$ cat src/rtl/sobel_pkg.sv
// sobel_pkg: shared lane indices, memory-select codes and frame size for the Sobel write arbiter.
package sobel_pkg;
    typedef enum logic [1:0] {
        CSEL_NONE = 2'b00,
        CSEL_X    = 2'b01,
        CSEL_Y    = 2'b10,
        CSEL_COMB = 2'b11
    } csel_t;
    localparam logic [1:0] LANE_X = 2'd0;
    localparam logic [1:0] LANE_Y = 2'd1;
    localparam logic [1:0] LANE_C = 2'd2;
    localparam int PIX_CNT_DEF = 65536;
    localparam int CW_DEF = 17;
    function automatic logic [1:0] next_lane(input logic [1:0] l);
        return l == LANE_C ? LANE_X : l + 2'd1;
    endfunction
    function automatic csel_t lane_csel(input logic [1:0] l);
        return l == LANE_X ? CSEL_X : l == LANE_Y ? CSEL_Y : CSEL_COMB;
    endfunction
endpackage

$ cat src/rtl/sobel_wr_arb_if.sv
// sobel_wr_arb_if: producer lanes, result-memory write port and frame control of the write arbiter.
interface sobel_wr_arb_if;
    logic x_valid, x_ready, y_valid, y_ready, c_valid, c_ready;
    logic [15:0] x_addr, y_addr, c_addr, caddr_wr;
    logic [7:0] x_data, y_data, c_data, cdata_wr;
    logic [1:0] csel;
    logic cwr, start, busy, frame_done;
    modport master (
        output x_valid, x_addr, x_data, y_valid, y_addr, y_data, c_valid, c_addr, c_data, start,
        input x_ready, y_ready, c_ready, cwr, csel, caddr_wr, cdata_wr, busy, frame_done
    );
    modport slave (
        input x_valid, x_addr, x_data, y_valid, y_addr, y_data, c_valid, c_addr, c_data, start,
        output x_ready, y_ready, c_ready, cwr, csel, caddr_wr, cdata_wr, busy, frame_done
    );
endinterface

$ cat src/rtl/sobel_lane_hold.sv
// sobel_lane_hold: one-entry holding register for a producer lane; emptied by the arbiter grant.
module sobel_lane_hold (
    input  logic        clk,
    input  logic        reset,
    input  logic        valid,
    input  logic [15:0] addr,
    input  logic [7:0]  data,
    input  logic        grant,
    output logic        ready,
    output logic        full,
    output logic [15:0] h_addr,
    output logic [7:0]  h_data
);
    assign ready = ~full;
    always_ff @(posedge clk or negedge reset)
        if (!reset) begin
            full <= 1'b0;
            h_addr <= '0;
            h_data <= '0;
        end else if (grant) begin
            full <= 1'b0;
        end else if (valid && !full) begin
            full <= 1'b1;
            h_addr <= addr;
            h_data <= data;
        end
endmodule

$ cat src/rtl/sobel_wr_arb.sv
// sobel_wr_arb: arbitrates the result-memory write port between the X, Y and Combine lanes and tracks frame completion.
// Define SOBEL_ARB_FIXED_PRIO_EN for fixed X > Y > C priority instead of round-robin.
module sobel_wr_arb
    import sobel_pkg::*;
#(
    parameter int PIX_CNT = PIX_CNT_DEF,
    parameter int CW = CW_DEF
) (
    input logic clk,
    input logic reset,
    sobel_wr_arb_if.slave bus
);
    localparam logic [CW-1:0] PIX = CW'(PIX_CNT);
    logic [2:0] full, gnt;
    logic [15:0] h_addr [3];
    logic [7:0] h_data [3];
    logic [CW-1:0] cnt [3];
    logic [1:0] sel;
    logic any, done;

    sobel_lane_hold u_x (.clk, .reset, .valid(bus.x_valid), .addr(bus.x_addr), .data(bus.x_data),
        .grant(gnt[LANE_X]), .ready(bus.x_ready), .full(full[LANE_X]), .h_addr(h_addr[LANE_X]), .h_data(h_data[LANE_X]));
    sobel_lane_hold u_y (.clk, .reset, .valid(bus.y_valid), .addr(bus.y_addr), .data(bus.y_data),
        .grant(gnt[LANE_Y]), .ready(bus.y_ready), .full(full[LANE_Y]), .h_addr(h_addr[LANE_Y]), .h_data(h_data[LANE_Y]));
    sobel_lane_hold u_c (.clk, .reset, .valid(bus.c_valid), .addr(bus.c_addr), .data(bus.c_data),
        .grant(gnt[LANE_C]), .ready(bus.c_ready), .full(full[LANE_C]), .h_addr(h_addr[LANE_C]), .h_data(h_data[LANE_C]));

`ifdef SOBEL_ARB_FIXED_PRIO_EN
    assign sel = full[LANE_X] ? LANE_X : full[LANE_Y] ? LANE_Y : LANE_C;
`else
    // nxt is the lane the search starts from: the one after the last grant
    logic [1:0] nxt, l1, l2;
    assign l1 = next_lane(nxt);
    assign l2 = next_lane(l1);
    assign sel = full[nxt] ? nxt : full[l1] ? l1 : l2;
    always_ff @(posedge clk or negedge reset)
        if (!reset) nxt <= LANE_X;
        else if (any) nxt <= next_lane(sel);
`endif

    assign any = |full;
    assign gnt = any ? 3'b001 << sel : 3'b000;
    assign done = bus.busy && cnt[0] == PIX && cnt[1] == PIX && cnt[2] == PIX;

    always_ff @(posedge clk or negedge reset)
        if (!reset) begin
            bus.cwr <= 1'b0;
            bus.csel <= CSEL_NONE;
            bus.caddr_wr <= '0;
            bus.cdata_wr <= '0;
        end else begin
            bus.cwr <= any;
            bus.csel <= any ? lane_csel(sel) : CSEL_NONE;
            if (any) begin
                bus.caddr_wr <= h_addr[sel];
                bus.cdata_wr <= h_data[sel];
            end
        end

    // start overrides both completion and counting of a coincident grant
    always_ff @(posedge clk or negedge reset)
        if (!reset) begin
            bus.busy <= 1'b0;
            bus.frame_done <= 1'b0;
            for (int i = 0; i < 3; i++) cnt[i] <= '0;
        end else begin
            bus.frame_done <= done && !bus.start;
            bus.busy <= bus.start ? 1'b1 : done ? 1'b0 : bus.busy;
            for (int i = 0; i < 3; i++)
                cnt[i] <= (bus.start || done) ? '0 : (gnt[i] && cnt[i] != PIX) ? cnt[i] + CW'(1) : cnt[i];
        end
endmodule

$ cat src/flat_wrapper.sv
// flat-port wrapper written by rule: the top's interface ports become plain ports
module sobel_wr_arb_flat import sobel_pkg::*;
#(
    parameter int PIX_CNT = PIX_CNT_DEF,
    parameter int CW = CW_DEF
)
  (clk, reset, bus_x_valid, bus_x_addr, bus_x_data, bus_y_valid, bus_y_addr, bus_y_data, bus_c_valid, bus_c_addr, bus_c_data, bus_start, bus_x_ready, bus_y_ready, bus_c_ready, bus_cwr, bus_csel, bus_caddr_wr, bus_cdata_wr, bus_busy, bus_frame_done);
  sobel_wr_arb_if bus_i ();
  input logic clk;
  input logic reset;
  input wire logic [$bits(bus_i.x_valid)-1:0] bus_x_valid;
  input wire logic [$bits(bus_i.x_addr)-1:0] bus_x_addr;
  input wire logic [$bits(bus_i.x_data)-1:0] bus_x_data;
  input wire logic [$bits(bus_i.y_valid)-1:0] bus_y_valid;
  input wire logic [$bits(bus_i.y_addr)-1:0] bus_y_addr;
  input wire logic [$bits(bus_i.y_data)-1:0] bus_y_data;
  input wire logic [$bits(bus_i.c_valid)-1:0] bus_c_valid;
  input wire logic [$bits(bus_i.c_addr)-1:0] bus_c_addr;
  input wire logic [$bits(bus_i.c_data)-1:0] bus_c_data;
  input wire logic [$bits(bus_i.start)-1:0] bus_start;
  output wire logic [$bits(bus_i.x_ready)-1:0] bus_x_ready;
  output wire logic [$bits(bus_i.y_ready)-1:0] bus_y_ready;
  output wire logic [$bits(bus_i.c_ready)-1:0] bus_c_ready;
  output wire logic [$bits(bus_i.cwr)-1:0] bus_cwr;
  output wire logic [$bits(bus_i.csel)-1:0] bus_csel;
  output wire logic [$bits(bus_i.caddr_wr)-1:0] bus_caddr_wr;
  output wire logic [$bits(bus_i.cdata_wr)-1:0] bus_cdata_wr;
  output wire logic [$bits(bus_i.busy)-1:0] bus_busy;
  output wire logic [$bits(bus_i.frame_done)-1:0] bus_frame_done;
  assign bus_i.x_valid = bus_x_valid;
  assign bus_i.x_addr = bus_x_addr;
  assign bus_i.x_data = bus_x_data;
  assign bus_i.y_valid = bus_y_valid;
  assign bus_i.y_addr = bus_y_addr;
  assign bus_i.y_data = bus_y_data;
  assign bus_i.c_valid = bus_c_valid;
  assign bus_i.c_addr = bus_c_addr;
  assign bus_i.c_data = bus_c_data;
  assign bus_i.start = bus_start;
  assign bus_x_ready = bus_i.x_ready;
  assign bus_y_ready = bus_i.y_ready;
  assign bus_c_ready = bus_i.c_ready;
  assign bus_cwr = bus_i.cwr;
  assign bus_csel = bus_i.csel;
  assign bus_caddr_wr = bus_i.caddr_wr;
  assign bus_cdata_wr = bus_i.cdata_wr;
  assign bus_busy = bus_i.busy;
  assign bus_frame_done = bus_i.frame_done;
  sobel_wr_arb #(.PIX_CNT(PIX_CNT), .CW(CW)) u_core (.clk(clk), .reset(reset), .bus(bus_i));
endmodule
$ cat config.mk
export PLATFORM = sky130hd
export DESIGN_NAME = sobel_wr_arb_flat
export DESIGN_NICKNAME = d
export VERILOG_FILES = /design/src/rtl/sobel_pkg.sv /design/src/rtl/sobel_wr_arb_if.sv /design/src/rtl/sobel_lane_hold.sv /design/src/rtl/sobel_wr_arb.sv /design/src/flat_wrapper.sv
export SDC_FILE = /design/constraint.sdc
export NUM_CORES = 1
export LEC_CHECK = 0
export BUFFER_PORTS_ARGS = -buffer_cell sky130_fd_sc_hd__buf_2
export CAP_MARGIN = 25
export CORE_ASPECT_RATIO = 0.6
export CORE_UTILIZATION = 45
export DETAILED_ROUTE_END_ITERATION = 8
export HOLD_SLACK_MARGIN = 0.1
export PLACE_DENSITY_LB_ADDON = 0.12
export SETUP_SLACK_MARGIN = 0.02
export SYNTH_ARGS = -nofsm -noshare
export SYNTH_HDL_FRONTEND = slang
export SYNTH_HIERARCHICAL = 1
export SYNTH_SLANG_ARGS = --single-unit
$ cat constraint.sdc
create_clock -name clk -period 2.7 [get_ports clk]
set_clock_uncertainty 0.1 [all_clocks]
set_input_delay 0.54 -clock clk [delete_from_list [all_inputs] [get_ports clk]]
set_output_delay 0.54 -clock clk [all_outputs]
set_load 0.02 [all_outputs]
Word level (Yosys, flattened, before mapping)

Cells that the tools add are included.

Register bits after elaboration: 157
Input bits: 78
Output and inout port bits: 32
Logic and storage cells: 106

Add/subtract/negate cells: 6
Shift operators: 1
Mux-type cells: 33
Reduce and logical (&&, ||, !) cells: 27
Order comparisons: 3
Eq/ne operators: 10
Bitwise gates (word level): 7

Operators by type and width:

| operator                | count |
|---|---|
| $mux W17                | 6 |
| $add A17 B1 Y17 const B | 3 |
| $eq A17 B17 Y1 const B  | 3 |
| $ne A17 B17 Y1 const B  | 3 |
| $bmux W16 S2            | 1 |
| $mux W16                | 2 |
| $bmux W8 S2             | 1 |
| $mux W8                 | 2 |
| $mux W2                 | 7 |
| $reduce_bool A2 Y1      | 7 |
| $mux W1                 | 11 |
| $logic_and A1 B1 Y1     | 10 |
| $add A2 B1 Y2 const B   | 3 |
| $eq A2 B2 Y1 const B    | 3 |
| $lt A2 B3 Y1 const B    | 2 |
| $not A1 Y1              | 6 |
| $reduce_and A2 Y1       | 3 |
| $bmux W1 S2             | 2 |
| $logic_not A1 Y1        | 4 |
| $ge A3 B3 Y1 const B    | 1 |
| $mux W3                 | 1 |
| $not A2 Y3              | 1 |
| $reduce_or A3 Y1        | 1 |
| $shl A1 B2 Y3 const A   | 1 |
| 3 further kinds         | 3 |

Logic depth before layout (Yosys ltp)

Gate-level depths: netlist of the first run.

Depth after elaboration: 11
Mapped depth: 10
Depth with buffers taken out: 7

By module

Netlist of the first run, hierarchy kept.

Modules (own cells, without submodules):

| module          | seq. area each (sq um) | instances | cells an instance | area an instance (sq um) |
|---|---|---|---|---|
| sobel_wr_arb    | 2052.0                 | 1         | 458               | 4325.4 |
| sobel_lane_hold | 625.6                  | 3         | 55                | 948.4 |

Worst setup path after synthesis of the first run

No wires, ideal clock.

Path type: reg2reg
From: register u_core.u_y.full
To: register u_core.u_y.h_addr[15]
Data arrival time: 2494 ps
Required time: 2473 ps
Setup slack: -22 ps
Cell stages (with the launch flop): 9
Buffers on the path: 4
Library setup time: 127 ps
Period minus slack after synthesis: 2722 ps
Cells stage by stage: dfrtp_1 clkbuf_1 or3b_2 o311ai_2 clkbuf_1 buf_1 nor3b_4 buf_6 mux2_1

Longest elaborated chain between the ends: 8
Elaborated cells on any way between the ends: 13
Classes of those cells: 1 x shift; 7 x mux; 1 x bitwise; 4 x reduce/logical

Ends and longest elaborated chain:

| item                            | RTL line              | RTL |
|---|---|---|
| start: declaration              | sobel_lane_hold.sv:10 | `output logic full,` |
| start signal: assignment        | sobel_lane_hold.sv:17 | `full <= 1'b0;` |
| start signal: assignment        | sobel_lane_hold.sv:21 | `full <= 1'b0;` |
| start signal: assignment        | sobel_lane_hold.sv:23 | `full <= 1'b1;` |
| $bmux W1 S2                     | sobel_wr_arb.sv:35    | `assign sel = full[nxt] ? nxt : full[l1] ? l1 : l2;` |
| $mux W1 (not written as such)   | sobel_wr_arb.sv:35    |  |
| $mux W2 (2 in series)           | sobel_wr_arb.sv:35    |  |
| $shl A1 B2 Y3                   | sobel_wr_arb.sv:42    | `assign gnt = any ? 3'b001 << sel : 3'b000;` |
| $mux W3 (*)                     | sobel_wr_arb.sv:42    |  |
| via u_core.gnt[1]               | sobel_wr_arb.sv:14    | `logic [2:0] full, gnt;` |
| $not A1 Y1 (no line) (*)        | n/a                   |  |
| $reduce_and A2 Y1 (no line) (*) | n/a                   |  |
| end signal: assignment          | sobel_lane_hold.sv:24 | `h_addr <= addr;` |
| end: declaration                | sobel_lane_hold.sv:11 | `output logic [15:0] h_addr,` |

The timed path passes the listed nets; every way through them passes the cells marked *. The select of a mux whose other input is x is not followed.
A chain may end at the register's enable or synchronous reset.

Worst setup path after layout of the first run

From: register u_core/cnt[34] (netlist name)
To: register u_core/cnt[29] (netlist name)

Longest elaborated chain between the ends: 6
Elaborated cells on any way between the ends: 7
Classes of those cells: 1 x eq/ne; 1 x mux; 5 x reduce/logical

Ends and longest elaborated chain:

| item                                           | RTL line           | RTL |
|---|---|---|
| start: declaration                             | sobel_wr_arb.sv:17 | `logic [CW-1:0] cnt [3];` |
| start signal: indexed assignment               | sobel_wr_arb.sv:70 | `cnt[i] <= (bus.start \|\| done) ? '0 : (gnt[i] && cnt[i] != PIX) ? cnt[i] + CW'(1) : cnt[i];` |
| $eq A17 B17 Y1 (*)                             | sobel_wr_arb.sv:43 | `assign done = bus.busy && cnt[0] == PIX && cnt[1] == PIX && cnt[2] == PIX;` |
| $logic_and A1 B1 Y1 (*) (3 in series)          | sobel_wr_arb.sv:43 |  |
| $logic_or A1 B1 Y1 (*)                         | sobel_wr_arb.sv:70 |  |
| $mux W17 or $reduce_bool A2 Y1 (tied branches) | n/a                |  |

Every way passes the cells marked *; elsewhere a longest branch is shown, timed or not.

==> impl_metrics.py, run 1 <==
metrics = {
    "run_status": {
        "status": "completed",
    },
    "worst_setup_path": {
        "setup.worst_path.start": "u_core/cnt[34]",
        "critPathLaunchType": "register",
        "required_ns": 2.90,
        "r2r_slack_ns": 0.13,
        "r2r_end": "u_core/cnt[29]",
        "crit_end": "u_core/cnt[29]",
        "crit_arrival_ns": 2.77,
        "reg2reg_from": "u_core/cnt[34]",
        "worstPathMaxFanout": 15,
        "reg2reg_depth": 8,
        "endpoint_kind": "register",
        "path_class": "reg2reg",
    },
    "final_layout": {
        "drive_above_1_share_pct": 33.1,
        "nets": 829,
        "syn2layout_area_growth_pct": 21.4,
        "nFillCells": 1313,
        "antenna_cells": 0,
        "multi_input_area_um2": 3020,
        "layout.area.seq_um2": 3930,
    },
    "routing": {
        "ant_nets": 0,
        "route.vias.total": 5346,
        "wirelength_um": 17800,
        "firstDrtPassIters": 5,
        "vias_per_cell": 5.56,
        "wire_per_inst_um": 18.5,
        "drc": 0,
        "drt_iter0_markers": 463,
    },
    "logic_synthesis": {
        "yosysMostFrequentCell": "dfrtp_1",
        "yosysTopAreaCellShare_pct": 54.8,
        "yosys_warnings": 6,
        "synth_cell_types": 48,
        "synth-seq-cells": 157,
        "syn-mean-instance-area_um2": 11.5,
        "yosys-top-cells-area": "dfrtp_1 55%, mux2_2 11%, xor2_1 4.4%, nor2_1 3.1%, nand4_1 3.0%",
        "ys_top_cells_by_count": "157 x dfrtp_1, 69 x mux2_2, 60 x nor2_1",
        "syn_inst": 623,
        "synth_edf_count": 0,
        "ys_async_sr_fraction_pct": 100,
        "synth_flop_cell": "dfrtp_1",
        "seq_area_frac_synth_pct": 54.8,
        "yosysTopAreaCell": "dfrtp_1",
        "netlist_area_um2": 7170,
        "syn_nets": 707,
    },
    "sta": {
        "timing_hold_violations_final": 0,
        "setup_tns_ns": 0,
        "grt_setup_unrepaired": "false",
        "finalCritPeriodShare_pct": 95.2,
        "fmax_ghz": 0.389,
        "finalMaxSlewViolations": 0,
        "finalSetupViolCount": 0,
        "hold_slack_ns": 0.210,
        "worst_slack_ns": 0.130,
        "relSlewSlack_pct": 41.3,
        "period_minus_slack_ns": 2.57,
        "tightest_slew_ns": 0.880,
    },
    "clocking": {
        "cts_buffers": 17,
        "clockBufferDepth": 2,
        "htree_levels": 4,
        "insertion_delay_ns": 0.42,
        "cts_tree": "built",
        "clock-sinks": 157,
        "clk_pin_slew_ns": 0.07,
        "cts_root_buf": "clkbuf_16",
    },
    "placement": {
        "dp_slack_ns": 0.0381,
        "io_buffers": 109,
        "dp_hpwl_um": 11900,
        "routabilityCongestion": 0.861,
    },
    "hold_path": {
        "hold_path.class": "in2reg",
    },
    "floorplan": {
        "core_area_um2": 15500,
        "dieArea_um2": 16500,
        "fp.dieH_um": 99.8,
        "ios": 110,
        "rows": 35,
        "start_util_pct": 46.4,
        "die_w_um": 165,
    },
    "power_and_ir_drop": {
        "power.density_nw_per_um2": 1120,
        "irDropWorstVdd_mv": 0.565,
        "p_leak_nw": 3.91,
    },
    "global_routing": {
        "antenna_found_initial": 1,
        "use_met1_pct": 33.2,
        "busiest_layer": "met1",
        "grt_pass1_vias": 5337,
        "grt_max_degree": 57,
        "globalRouteMet3Util_pct": 5.91,
        "grt.met2_usage_pct": 32.8,
        "grt_pass1_wl_um": 28000,
        "track_usage_pct": 22.4,
        "grt_overflow": 0,
    },
    "flow_run": {
        "drv_cap": 0,
    },
}
area by class of cell:
type,instances,share of cell area (%)
Sequential cell,157,45.1
Multi-Input combinational cell,416,34.6
Timing Repair Buffer,137,9.89
Clock buffer,17,4.89
Tap cell,203,2.92
Clock inverter,15,1.84
Inverter,16,0.690
worst max-delay path: stages, from the launching register on:
cell     delay (ns)
dfrtp_1        0.39
inv_1          0.11
ha_1           0.16
or4b_1         0.47
or4_4          0.57
nor4_4         0.18
or2_4          0.22
buf_6          0.18
nor2_1         0.07
per-layer routing:
layer  vias up  part of all wire [%]
met1      2660                    49
met3        12                   6.5
met5         -                 0.073
met2       174                    44
li1       2498                     -
met4         2                  0.62
report_power, final:
part           internal [mW]  leakage [nW]  switching, mW
registers               3.22          1.96          0.513
logic                   1.65          1.66           2.05
clock network           1.24         0.290           1.11
total                   6.11          3.91           3.68
stage by stage:
step                      utilization [%]  total power, mW  cell area [um2]  cells
after floorplan                         -             6.17             7170    623
after global placement               52.0             7.25             8040    925
after detailed placement             52.0             7.41             8040    925
after CTS                            55.8             9.79             8630    958
after global routing                 56.3             10.4             8700    961
final                                56.3             9.79             8700    961
timing repair:
action                                  in CTS  in global routing
resized for setup                            0                  5
hold buffers                                 1                  0
endpoints found under the hold margin       50                  0
setup buffers                                0                  0
endpoints found under the setup margin       0                 51
placed cells by master (no fill, tap or decap), types with 4 or more instances in the layout:
master     count
a21oi_1       11
clkbuf_16     18
nand4_1       34
xnor2_1        5
a31oi_1        4
a22oi_1       14
buf_2        108
or4_1          4
xor2_1        36
a222oi_1      15
ha_1           6
nor3_1         5
dfrtp_1      157
inv_8          4
and2_1         6
and3_1         8
or3_1          4
nor2_1        60
and4_1         7
inv_6          6
mux2_2        69
buf_4         19
nand3_1       23
nand2_1       49
nor4_1        10
inv_1         15
o21ai_0       10
buf_12         6
registers in the layout, indices dropped and copies added, names as in the netlist:
name and count:
u_core/bus.cdata_wr 8, u_core/bus.frame_done 1, u_core/bus.csel 2, u_core/u_y/h_data 8, u_core/u_c/h_addr 16, u_core/cnt 51, u_core/u_x/h_addr 16, u_core/u_x/h_data 8
u_core/bus.busy 1, u_core/nxt 2, u_core/bus.caddr_wr 16, u_core/u_y/h_addr 16, u_core/u_x/full 1, u_core/bus.cwr 1, u_core/u_c/h_data 8, u_core/u_c/full 1
u_core/u_y/full 1
kinds of logic (layout without fill, tap and decap cells):
logic type	after synthesis	count (layout)	share of synthesized area, %
XOR/XNOR	41	41	5.01
multiplexers	72	72	11.3
AND/OR/NAND/NOR	232	232	17.2
adder cells (fa/ha/maj)	6	6	1.05
AO/OA/AOI/OAI	64	65	6.74
buffers and inverters	51	185	3.87
flip-flops	157	157	54.8
worst min path at each step:
stage	from	endpoint	slack (ns)	cells past startpoint
global placement	u_core/u_y/h_addr[10]	u_core/bus.caddr_wr[10]	0.35	2
detailed placement	u_core/u_y/h_addr[2]	u_core/bus.caddr_wr[2]	0.36	2
CTS	bus_start	u_core/bus.frame_done	0.19	2
floorplan	reset	u_core/bus.busy	0.14	0
global route	bus_start	u_core/bus.frame_done	0.21	2
finish	bus_start	u_core/bus.frame_done	0.21	2
Note: power is estimated with default switching activity, not from simulation.
==> run 2, diff against run 1 <==
--- a/config.mk
+++ b/config.mk
@@ -16,4 +16,3 @@
 export SYNTH_ARGS = -nofsm -noshare
 export SYNTH_HDL_FRONTEND = slang
-export SYNTH_HIERARCHICAL = 1
 export SYNTH_SLANG_ARGS = --single-unit
==> constraint.sdc (replaced) <==
create_clock -name clk -period 2.7 [get_ports clk]
set_clock_uncertainty 0.1 [all_clocks]
set_input_delay 0.135 -clock clk [delete_from_list [all_inputs] [get_ports clk]]
set_output_delay 0.135 -clock clk [all_outputs]
set_load 0.02 [all_outputs]
==> impl_metrics.py, run 2 <==
metrics = {
    "clocking": {
        "ctsResizeCount": 0,
        "htree_levels": 4,
        "cts_root_buf": "clkbuf_16",
        "clockBufferDepth": 2,
        "cts.hold.buffers_added": 78,
        "cts_setup_buffers": 0,
        "clock-sinks": 157,
        "cts_tree": "built",
        "clk_pin_slew_ns": 0.07,
        "cts_buffers": 17,
        "insertion_delay_ns": 0.42,
    },
    "floorplan": {
        "start_util_pct": 46.6,
        "die_w_um": 166,
        "core_area_um2": 15500,
        "ios": 110,
        "fp.dieH_um": 100,
        "rows": 35,
        "dieArea_um2": 16600,
    },
    "logic_synthesis": {
        "seq_area_frac_synth_pct": 54.4,
        "yosysTopAreaCellShare_pct": 54.4,
        "ys_async_sr_fraction_pct": 100,
        "syn_inst": 616,
        "synth_adder_area_share_pct": 1.04,
        "syn_nets": 700,
        "yosysTopAreaCell": "dfrtp_1",
        "synth_cell_types": 50,
        "synth-seq-cells": 157,
        "synth_edf_count": 0,
        "yosys-top-cells-area": "dfrtp_1 54%, mux2_2 11%, nor2_2 3.7%, xor2_1 2.8%, nand2_1 2.5%",
        "synth_top_family_by_area": "simple AND/OR/NAND/NOR gates",
        "yosys.area_share.simple_pct": 17.6,
        "ys_top_cells_by_count": "157 x dfrtp_1, 72 x mux2_2, 49 x nand2_1",
        "yosys_warnings": 0,
        "synthMuxAreaShare_pct": 11.2,
        "yosysMostFrequentCell": "dfrtp_1",
        "synth_compound_area_share_pct": 6.75,
        "synth-xor-area-share_pct": 5.21,
        "synth_flop_cell": "dfrtp_1",
        "syn-mean-instance-area_um2": 11.7,
        "netlist_area_um2": 7230,
    },
    "global_routing": {
        "grt_overflow": 0,
        "grt_pass1_vias": 5417,
        "grt_max_degree": 76,
        "grt_pass1_wl_um": 28000,
        "antenna_found_initial": 0,
        "track_usage_pct": 22.1,
    },
    "worst_setup_path": {
        "cp.buffers_inverters": 2,
        "path_class": "reg2reg",
        "slowest_stage": "or4_4",
        "critPathLaunchType": "register",
        "crit_arrival_ns": 2.62,
        "reg2reg_from": "u_core.cnt[34]",
        "endpoint_kind": "register",
        "r2r_end": "u_core.cnt[20]",
        "required_ns": 2.90,
        "path_cells": "inv_1 > ha_1 > and4bb_1 > nand4_1 > or4_4 > nand2b_2 > buf_12 > nor2_2",
        "setup.worst_path.start": "u_core.cnt[34]",
        "crit_end": "u_core.cnt[20]",
        "r2r_slack_ns": 0.27,
        "critPathTopFamily": "simple AND/OR/NAND/NOR gates",
        "cpPeakStageDelay_ns": 0.60,
        "reg2reg_depth": 8,
        "worstSetupPathDepth": 8,
        "worstPathMaxFanout": 30,
    },
    "routing": {
        "drt_iter0_markers": 416,
        "drc": 16,
        "route.vias.total": 5502,
        "ant_nets": 0,
        "firstDrtPassIters": 7,
        "wirelength_um": 17400,
        "vias_per_cell": 5.39,
        "wire_per_inst_um": 17.0,
    },
    "sta": {
        "fmax_ghz": 0.412,
        "finalSetupViolCount": 0,
        "finalCritPeriodShare_pct": 89.9,
        "timing_hold_violations_final": 0,
        "grt_setup_unrepaired": "false",
        "finalMaxSlewViolations": 0,
        "relSlewSlack_pct": 37.9,
        "tightest_slew_ns": 0.929,
        "period_minus_slack_ns": 2.43,
        "setup_tns_ns": 0,
        "hold_slack_ns": 0.208,
    },
    "final_layout": {
        "nFillCells": 1223,
        "top_register": "u_core.cnt",
        "multi_input_area_um2": 3030,
        "finalCoreUtilization_pct": 60.5,
        "largest_reg_flops": 51,
        "final_cell_mix": "157 x dfrtp_1, 108 x buf_2, 78 x dlygate4sd3_1",
        "antenna_cells": 0,
        "syn2layout_area_growth_pct": 29.9,
        "drive_above_1_share_pct": 35.1,
        "nets": 889,
        "final_common_cell": "dfrtp_1",
        "layout.area.seq_um2": 3930,
    },
    "flow_run": {
        "drv_cap": 0,
    },
    "hold_path": {
        "hold_path.class": "in2async",
    },
    "power_and_ir_drop": {
        "irDropWorstVdd_mv": 0.484,
        "p_leak_nw": 4.08,
        "power.density_nw_per_um2": 1050,
    },
    "placement": {
        "routabilityCongestion": 0.815,
        "dp_hpwl_um": 11300,
        "io_buffers": 109,
    },
    "run_status": {
        "status": "complete, but fails checks",
        "violations": "DRC",
    },
}
-- run 2: layout make-up --
cell class / instances / area share, %
sequential: 157 / 41.9
multi-input combinational: 413 / 32.3
timing repair buffer: 202 / 15.8
clock buffer: 18 / 4.68
tap: 203 / 2.71
clock inverter: 14 / 2.07
inverter: 14 / 0.560
-- run 2: per-layer routing --
| metal | track usage (%) | wire length [um] | part of all wire (%) | vias to the layer above |
|---|---|---|---|---|
| met1 | 33.3 | 8680 | 50 | 2778 |
| met2 | 32.2 | 7750 | 45 | 143 |
| met4 | 6.29 | 167 | 0.96 | 0 |
| met3 | 4.50 | 807 | 4.6 | 17 |
| met5 | 0 | 0 | 0 | - |
| li1 | - | - | - | 2564 |
-- run 2: power by group --
part           switching (mW)  internal (mW)
clock                    1.05           1.52
combinational            1.98           1.56
sequential              0.573           3.21
-- run 2: cell families (layout without fill, tap and decap cells) --
kind of cell,count (synthesis),count (layout)
AND/OR/NAND/NOR,230,230
flip-flops,157,157
multiplexers,72,72
AO/OA/AOI/OAI,62,62
buffers and inverters,46,248
XOR/XNOR,43,43
adder cells (fa/ha/maj),6,6
-- run 2: worst reg2reg max path: cells and delay by family, from the launching register on --
| family | cells | cell delay, ns |
|---|---|---|
| AND/OR/NAND/NOR | 5 | 1.32 |
| buffers and inverters | 2 | 0.34 |
| adder cells (fa/ha/maj) | 1 | 0.16 |
| flip-flops | 1 | 0.39 |
-- run 2: how the worst min path moves through the flow --
stage	slack, ns	start	end	cells after the start
after floorplan	-0.26	reset	u_core.bus.busy	0
after global placement	0.10	reset	u_core.cnt[30]	1
after detailed placement	0.11	reset	u_core.cnt[30]	1
after CTS	0.23	reset	u_core.cnt[30]	2
after global routing	0.26	reset	u_core.cnt[30]	2
final	0.21	reset	u_core.cnt[30]	2
-- run 2: stage by stage --
stage | total power, mW | instances | setup slack (ns) | area [um2]
after detailed placement | 7.23 | 910 | 0.279 | 7960
after global routing | 10.5 | 1021 | 0.114 | 9390
after global placement | 7.09 | 910 | 0.287 | 7960
final | 9.90 | 1021 | 0.274 | 9390
after floorplan | 6.12 | 616 | 0.543 | 7230
after CTS | 9.94 | 1020 | 0.270 | 9380
